File: src/rtl/garegga_video_timing_if.sv
// Signal bundle between the raster timing generator and its consumers:
// pixel enable, sync offsets and interrupt ack in; counters, blanking, sync, VINT and frame out.
interface garegga_video_timing_if;
  logic       CEN675;
  logic [3:0] HOFFSET;
  logic [3:0] VOFFSET;
  logic       INT_ACK;
  logic [8:0] HCNT;
  logic [8:0] VCNT;
  logic       HBLANK;
  logic       VBLANK;
  logic       HSYNC;
  logic       VSYNC;
  logic       VINT_N;
  logic       FRAME;

  modport master (
    input  CEN675, HOFFSET, VOFFSET, INT_ACK,
    output HCNT, VCNT, HBLANK, VBLANK, HSYNC, VSYNC, VINT_N, FRAME
  );

  modport slave (
    output CEN675, HOFFSET, VOFFSET, INT_ACK,
    input  HCNT, VCNT, HBLANK, VBLANK, HSYNC, VSYNC, VINT_N, FRAME
  );
endinterface

File: src/rtl/garegga_video_timing.sv
// Raster timing generator: H/V counters on the pixel enable, registered blanking and
// offset-adjustable sync coherent with the counters, vertical interrupt and frame toggle.
module garegga_video_timing #(
  parameter int HTOTAL   = 432,
  parameter int HACTIVE  = 320,
  parameter int HS_START = 352,
  parameter int HS_W     = 32,
  parameter int VTOTAL   = 262,
  parameter int VACTIVE  = 240,
  parameter int VS_START = 244,
  parameter int VS_W     = 3
) (
  input  logic                   CLK96,
  input  logic                   RESET_N,
  garegga_video_timing_if.master vt
);

  localparam logic [8:0] H_LAST = 9'(HTOTAL - 1);
  localparam logic [8:0] V_LAST = 9'(VTOTAL - 1);
  localparam logic [8:0] H_ACT  = 9'(HACTIVE);
  localparam logic [8:0] V_ACT  = 9'(VACTIVE);

  typedef enum logic {IDLE, PEND} vint_state_t;

  // Nominal start shifted by a signed offset, folded back into 0..total-1.
  function automatic logic signed [10:0] sync_start(input int start,
                                                    input logic signed [3:0] offset,
                                                    input int total);
    logic signed [10:0] s;
    s = 11'(start) + 11'(offset);
    if (s < 11'sd0)
      s = s + 11'(total);
    else if (s >= 11'(total))
      s = s - 11'(total);
    return s;
  endfunction

  // True when cnt lies within width positions after first, wrapping past total-1.
  function automatic logic in_sync(input logic [8:0] cnt,
                                   input logic signed [10:0] first,
                                   input int width,
                                   input int total);
    logic signed [11:0] d;
    d = $signed({3'b000, cnt}) - 12'(first);
    if (d < 12'sd0)
      d = d + 12'(total);
    return d < 12'(width);
  endfunction

  logic        [8:0]  hcnt_p0, vcnt_p0;
  logic        [8:0]  hcnt_p1, vcnt_p1;
  logic               hblank_p1, vblank_p1, hsync_p1, vsync_p1, frame_p1;
  logic signed [3:0]  hoff_lat, voff_lat, hoff_sel, voff_sel;
  logic signed [10:0] hs_eff, vs_eff;
  logic               h_wrap, frame_start, vint_set;
  vint_state_t        state, state_nxt;

  // Stage p0: next counter values and the sync window they fall into.
  always_comb begin
    h_wrap      = (hcnt_p1 == H_LAST);
    frame_start = h_wrap && (vcnt_p1 == V_LAST);
    hcnt_p0     = h_wrap ? 9'd0 : hcnt_p1 + 9'd1;
    vcnt_p0     = frame_start ? 9'd0 : (h_wrap ? vcnt_p1 + 9'd1 : vcnt_p1);
    // The first pixel of a new frame already uses the offsets captured for that frame.
    hoff_sel    = frame_start ? $signed(vt.HOFFSET) : hoff_lat;
    voff_sel    = frame_start ? $signed(vt.VOFFSET) : voff_lat;
    hs_eff      = sync_start(HS_START, hoff_sel, HTOTAL);
    vs_eff      = sync_start(VS_START, voff_sel, VTOTAL);
    vint_set    = vt.CEN675 && h_wrap && (vcnt_p0 == V_ACT);
  end

  // Stage p1: registered counters and raster flags.
  always_ff @(posedge CLK96 or negedge RESET_N) begin
    if (!RESET_N) begin
      hcnt_p1   <= '0;
      vcnt_p1   <= '0;
      hblank_p1 <= 1'b0;
      vblank_p1 <= 1'b0;
      hsync_p1  <= 1'b0;
      vsync_p1  <= 1'b0;
      frame_p1  <= 1'b0;
      hoff_lat  <= '0;
      voff_lat  <= '0;
    end else if (vt.CEN675) begin
      hcnt_p1   <= hcnt_p0;
      vcnt_p1   <= vcnt_p0;
      hblank_p1 <= (hcnt_p0 >= H_ACT);
      vblank_p1 <= (vcnt_p0 >= V_ACT);
      hsync_p1  <= in_sync(hcnt_p0, hs_eff, HS_W, HTOTAL);
      vsync_p1  <= in_sync(vcnt_p0, vs_eff, VS_W, VTOTAL);
      if (frame_start) begin
        frame_p1 <= ~frame_p1;
        hoff_lat <= hoff_sel;
        voff_lat <= voff_sel;
      end
    end
  end

  always_ff @(posedge CLK96 or negedge RESET_N) begin
    if (!RESET_N)
      state <= IDLE;
    else
      state <= state_nxt;
  end

  // A set on the same cycle as an ack keeps the request pending.
  always_comb begin
    state_nxt = state;
    unique case (state)
      IDLE:    if (vint_set) state_nxt = PEND;
      PEND:    if (!vint_set && vt.INT_ACK) state_nxt = IDLE;
      default: state_nxt = IDLE;
    endcase
  end

  assign vt.HCNT   = hcnt_p1;
  assign vt.VCNT   = vcnt_p1;
  assign vt.HBLANK = hblank_p1;
  assign vt.VBLANK = vblank_p1;
  assign vt.HSYNC  = hsync_p1;
  assign vt.VSYNC  = vsync_p1;
  assign vt.VINT_N = (state == IDLE);
  assign vt.FRAME  = frame_p1;

endmodule

File: src/flat_wrapper.sv
// flat-port wrapper written by rule: the top's interface ports become plain ports
module garegga_video_timing_flat 
#(
  parameter int HTOTAL   = 432,
  parameter int HACTIVE  = 320,
  parameter int HS_START = 352,
  parameter int HS_W     = 32,
  parameter int VTOTAL   = 262,
  parameter int VACTIVE  = 240,
  parameter int VS_START = 244,
  parameter int VS_W     = 3
)
  (CLK96, RESET_N, vt_CEN675, vt_HOFFSET, vt_VOFFSET, vt_INT_ACK, vt_HCNT, vt_VCNT, vt_HBLANK, vt_VBLANK, vt_HSYNC, vt_VSYNC, vt_VINT_N, vt_FRAME);
  garegga_video_timing_if vt_i ();
  input  logic CLK96;
  input  logic RESET_N;
  input wire logic [$bits(vt_i.CEN675)-1:0] vt_CEN675;
  input wire logic [$bits(vt_i.HOFFSET)-1:0] vt_HOFFSET;
  input wire logic [$bits(vt_i.VOFFSET)-1:0] vt_VOFFSET;
  input wire logic [$bits(vt_i.INT_ACK)-1:0] vt_INT_ACK;
  output wire logic [$bits(vt_i.HCNT)-1:0] vt_HCNT;
  output wire logic [$bits(vt_i.VCNT)-1:0] vt_VCNT;
  output wire logic [$bits(vt_i.HBLANK)-1:0] vt_HBLANK;
  output wire logic [$bits(vt_i.VBLANK)-1:0] vt_VBLANK;
  output wire logic [$bits(vt_i.HSYNC)-1:0] vt_HSYNC;
  output wire logic [$bits(vt_i.VSYNC)-1:0] vt_VSYNC;
  output wire logic [$bits(vt_i.VINT_N)-1:0] vt_VINT_N;
  output wire logic [$bits(vt_i.FRAME)-1:0] vt_FRAME;
  assign vt_i.CEN675 = vt_CEN675;
  assign vt_i.HOFFSET = vt_HOFFSET;
  assign vt_i.VOFFSET = vt_VOFFSET;
  assign vt_i.INT_ACK = vt_INT_ACK;
  assign vt_HCNT = vt_i.HCNT;
  assign vt_VCNT = vt_i.VCNT;
  assign vt_HBLANK = vt_i.HBLANK;
  assign vt_VBLANK = vt_i.VBLANK;
  assign vt_HSYNC = vt_i.HSYNC;
  assign vt_VSYNC = vt_i.VSYNC;
  assign vt_VINT_N = vt_i.VINT_N;
  assign vt_FRAME = vt_i.FRAME;
  garegga_video_timing #(.HTOTAL(HTOTAL), .HACTIVE(HACTIVE), .HS_START(HS_START), .HS_W(HS_W), .VTOTAL(VTOTAL), .VACTIVE(VACTIVE), .VS_START(VS_START), .VS_W(VS_W)) u_core (.CLK96(CLK96), .RESET_N(RESET_N), .vt(vt_i));
endmodule
File: config.mk
export PLATFORM = sky130hd
export DESIGN_NAME = garegga_video_timing_flat
export DESIGN_NICKNAME = d
export VERILOG_FILES = /design/src/rtl/garegga_video_timing_if.sv /design/src/rtl/garegga_video_timing.sv /design/src/flat_wrapper.sv
export SDC_FILE = /design/constraint.sdc
export NUM_CORES = 1
export LEC_CHECK = 0
export CAP_MARGIN = 25
export CORE_ASPECT_RATIO = 0.6
export CORE_MARGIN = 5
export CORE_UTILIZATION = 51
export CTS_CLUSTER_DIAMETER = 200
export DETAILED_ROUTE_END_ITERATION = 10
export HOLD_SLACK_MARGIN = 0.15
export PLACE_DENSITY_LB_ADDON = 0.3
export REMOVE_ABC_BUFFERS = 1
export SLEW_MARGIN = 30
export SYNTH_ARGS = -nofsm -noshare
export SYNTH_HDL_FRONTEND = slang
export SYNTH_SLANG_ARGS = --single-unit
File: constraint.sdc
create_clock -name CLK96 -period 4.3 [get_ports CLK96]
set_input_delay 0.86 -clock CLK96 [delete_from_list [all_inputs] [get_ports CLK96]]
set_output_delay 0.86 -clock CLK96 [all_outputs]
set_load 0.05 [all_outputs]
==> impl_metrics.yaml, run 1 <==
status:
  status: "completed"
synth:
  yosys_warnings: 0
  synth-seq-cells: 32
  yosysSeqAreaShare_pct: 29.4
  ys_async_sr_fraction_pct: 100
  synth_cell_type_count: 56
  synth_ff_type: "dfrtp_1"
  synth.cell_area_um2: 2720
  synthCells: 306
  synth_edf_count: 0
  postSynthAreaPerCell_um2: 8.90
placed_design:
  place.gp.congestion: 0.946
  dpl.cell_count: 426
  placed_cell_area_um2: 3330
  io_buffers: 35
  hpwl_um: 5780
critical_path:
  critical_path_class: "flip-flop to flip-flop"
  crit_path_max_incr_delay_ps: 570
  worstPathRequired_ps: 4510
  cp_num_buf_inv: 2
  r2r_end: "u_core.vt.HSYNC$_DFFE_PN0P_"
  critPathLaunchType: "flip-flop"
  crit_arrival_ps: 4470
  r2r_start: "u_core.vt.VCNT[4]$_DFFE_PN0P_"
  regToRegSetupSlack_ps: 40
  crit_family: "simple AND/OR/NAND/NOR gates"
  slowest_stage: "or4_4"
  worstPathCellList: "or4_4, or4_4, mux2i_4, buf_4, ha_2, a21oi_4, nand2_2, nor4b_4, nor2_2, xor2_1, inv_1, ha_2, or4_1, o21ai_1, o22ai_1, o31a_1, o22ai_1"
  end_kind: "flip-flop"
  reg2regPathDepth: 17
  crit_fanout: 4
grt:
  grt-ovfl-total: 0
  grt_antenna_before_repair: 0
  grt_pass1_vias: 2517
  track_usage_pct: 23.3
  grt_pass1_wl_um: 12900
  grt_max_degree: 33
floorplanning:
  ioPinCount: 36
  design.die.area_um2: 6950
  core_area_um2: 5100
  floorplan.initialDensity_pct: 53.3
  die_width_um: 104
  die_h_um: 66.6
  rows: 20
sta:
  setup_viol: 0
  slew_violations: 0
  fmax_ghz: 0.235
  fin_crit_ps: 4260
  worst_slew_pin_slew_ps: 668
  fin_crit_sh_pct: 99.1
  whs_ps: 466
  final.setup.tns_ps: 0
  relSlewSlack_pct: 55.1
  hold_viol: 0
  fin_skew_ps: 10.2
drt:
  route.detailed.drc: 0
  vias: 2762
  firstDrtPassIters: 5
  wl_um: 8330
  antenna_left: 0
  wl_per_cell_um: 18.8
  drtIter0Drc: 194
  routed_via_density: 6.23
hold_path:
  hp-class: "flip-flop to flip-flop"
  hold_start: "u_core.vt.FRAME$_DFFE_PN0P_"
  hold-path-endpoint: "u_core.vt.FRAME$_DFFE_PN0P_"
  min_path_cells: 1
power:
  clockPowerShare_pct: 19.1
  sw_frac_of_total_pct: 42.0
  vdd_drop_max_v: 0.000325
  pwr-share-seq_pct: 21.0
  pwr-share-comb_pct: 59.8
  p_leak_uw: 0.00160
  powerDensity_nw_per_um2: 468
  netSwitchingPower_uw: 723
  internal_power_uw: 1000
cts:
  numCtsBuffers: 5
  cts_buffer_depth: 2
  cts_root_buffer: "clkbuf_8"
  cts_hold_buf: 0
  clk_pin_slew_ps: 80
  cts.sinks: 32
  clk_latency_ps: 290
  cts_htree_levels: 2
  cts_tree: "built"
flow_run:
  drv_cap: 0
final_layout:
  diodes: 0
  drive_gt1_share_pct: 26.5
  fill_cells: 386
  final_cells: 443
  syn2layout_area_growth_pct: 35.3
  design_area_um2: 3680
  final_net_count: 407
==> registers in the layout, indices dropped and copies added, names as in the netlist <==
name and flops:
u_core.hoff_lat 4, u_core.state 1, u_core.voff_lat 4, u_core.vt.FRAME 1, u_core.vt.HBLANK 1, u_core.vt.HCNT 9
u_core.vt.HSYNC 1, u_core.vt.VBLANK 1, u_core.vt.VCNT 9, u_core.vt.VSYNC 1
==> how the worst max path moves through the flow <==
stage,start,to,slack [ps],cells past startpoint
floorplan,u_core.vt.HCNT[0]$_DFFE_PN0P_,u_core.vt.HSYNC$_DFFE_PN0P_,-400,17
global placement,u_core.vt.VCNT[4]$_DFFE_PN0P_,u_core.vt.HSYNC$_DFFE_PN0P_,170,17
detailed placement,u_core.vt.VCNT[4]$_DFFE_PN0P_,u_core.vt.HSYNC$_DFFE_PN0P_,-80,16
CTS,u_core.vt.VCNT[4]$_DFFE_PN0P_,u_core.vt.VSYNC$_DFFE_PN0P_,6,16
global route,u_core.vt.VCNT[4]$_DFFE_PN0P_,u_core.vt.HSYNC$_DFFE_PN0P_,-80,17
finish,u_core.vt.VCNT[4]$_DFFE_PN0P_,u_core.vt.HSYNC$_DFFE_PN0P_,40,17
==> per-stage QoR <==
step / total power (uW) / utilization (%) / worst slack, ps
after detailed placement: 1160 / 65.3 / -75.1
after global routing: 1810 / 72.2 / -84.5
after floorplan: 892 / - / -403
final: 1720 / 72.2 / 39.5
after global placement: 1130 / 65.3 / 170
after CTS: 1520 / 68.0 / 5.73
==> cells in the final DEF (no fill, tap or decap), types with 11 or more instances in the layout <==
cell	count
clkdlybuf4s50_1	35
xnor2_1	16
buf_4	37
dfrtp_1	32
a21oi_1	11
mux2_2	16
nor2_1	22
nand2_1	29
xor2_1	13
ha_1	13
o21ai_0	13
inv_1	16
==> layer usage <==
layer	share of wire (%)	wire length, um	up-vias	global-route usage (%)
li1	-	-	1254	-
met1	47	3880	1340	35.0
met2	43	3540	156	33.8
met3	9.7	809	12	5.42
met4	1.2	97	0	4.20
met5	0	0	-	0
==> cells in the mapped netlist, types with 5 or more instances <==
library cell / instances / share of area (%)
nand3_1: 9 / 1.7
nand4_1: 7 / 1.6
o21ai_0: 15 / 2.8
a21oi_1: 14 / 2.6
mux2i_1: 5 / 1.8
dfrtp_1: 32 / 29
xor2_1: 13 / 4.2
nor3_1: 7 / 1.3
nand2_1: 31 / 4.3
ha_1: 18 / 8.3
mux2_2: 16 / 6.6
nor2_1: 24 / 3.3
xnor2_1: 17 / 5.5
clkbuf_1: 9 / 1.2
inv_1: 16 / 2.2
==> timing repair <==
item,CTS,global route
pin swaps,1,15
resized for setup,1,32
hold endpoints to repair,0,0
buffers inserted,1,8
setup endpoints to repair,1,2
==> power by group through the flow <==
stage	Combinational (uW)	Clock [uW]	Sequential, uW
after floorplan	388	0	504
after global placement	767	0	364
final	1030	329	363
after detailed placement	796	0	367
after CTS	826	329	362
after global routing	1100	342	366
==> final cells by class <==
| cell class | count | area [um2] | area share (%) |
|---|---|---|---|
| clock inverters | 1 | 30.0 | 0.815 |
| inverters | 16 | 60.1 | 1.63 |
| repair buffers | 75 | 659 | 17.9 |
| clock buffers | 7 | 96.3 | 2.62 |
| multi-input cells | 246 | 1950 | 53.1 |
| flip-flops and latches | 32 | 801 | 21.7 |
| well taps | 66 | 82.6 | 2.24 |
==> cell families after synthesis <==
group,synth area share [%]
fa+ha+maj,9.01
flops,29.4
compound gates,16.3
simple gates,23.0
xor+xnor,9.65
mux,8.46
buf+inv,4.23
Note: power is estimated with default switching activity, not from simulation.
==> run 2: changes to the inputs <==
- ABC_CLOCK_PERIOD_IN_PS: unset -> 4300
- CTS_CLUSTER_DIAMETER: 200 -> 100
==> results of run 2 <==
Final layout, timing and power as in run 1 (identical DEF).
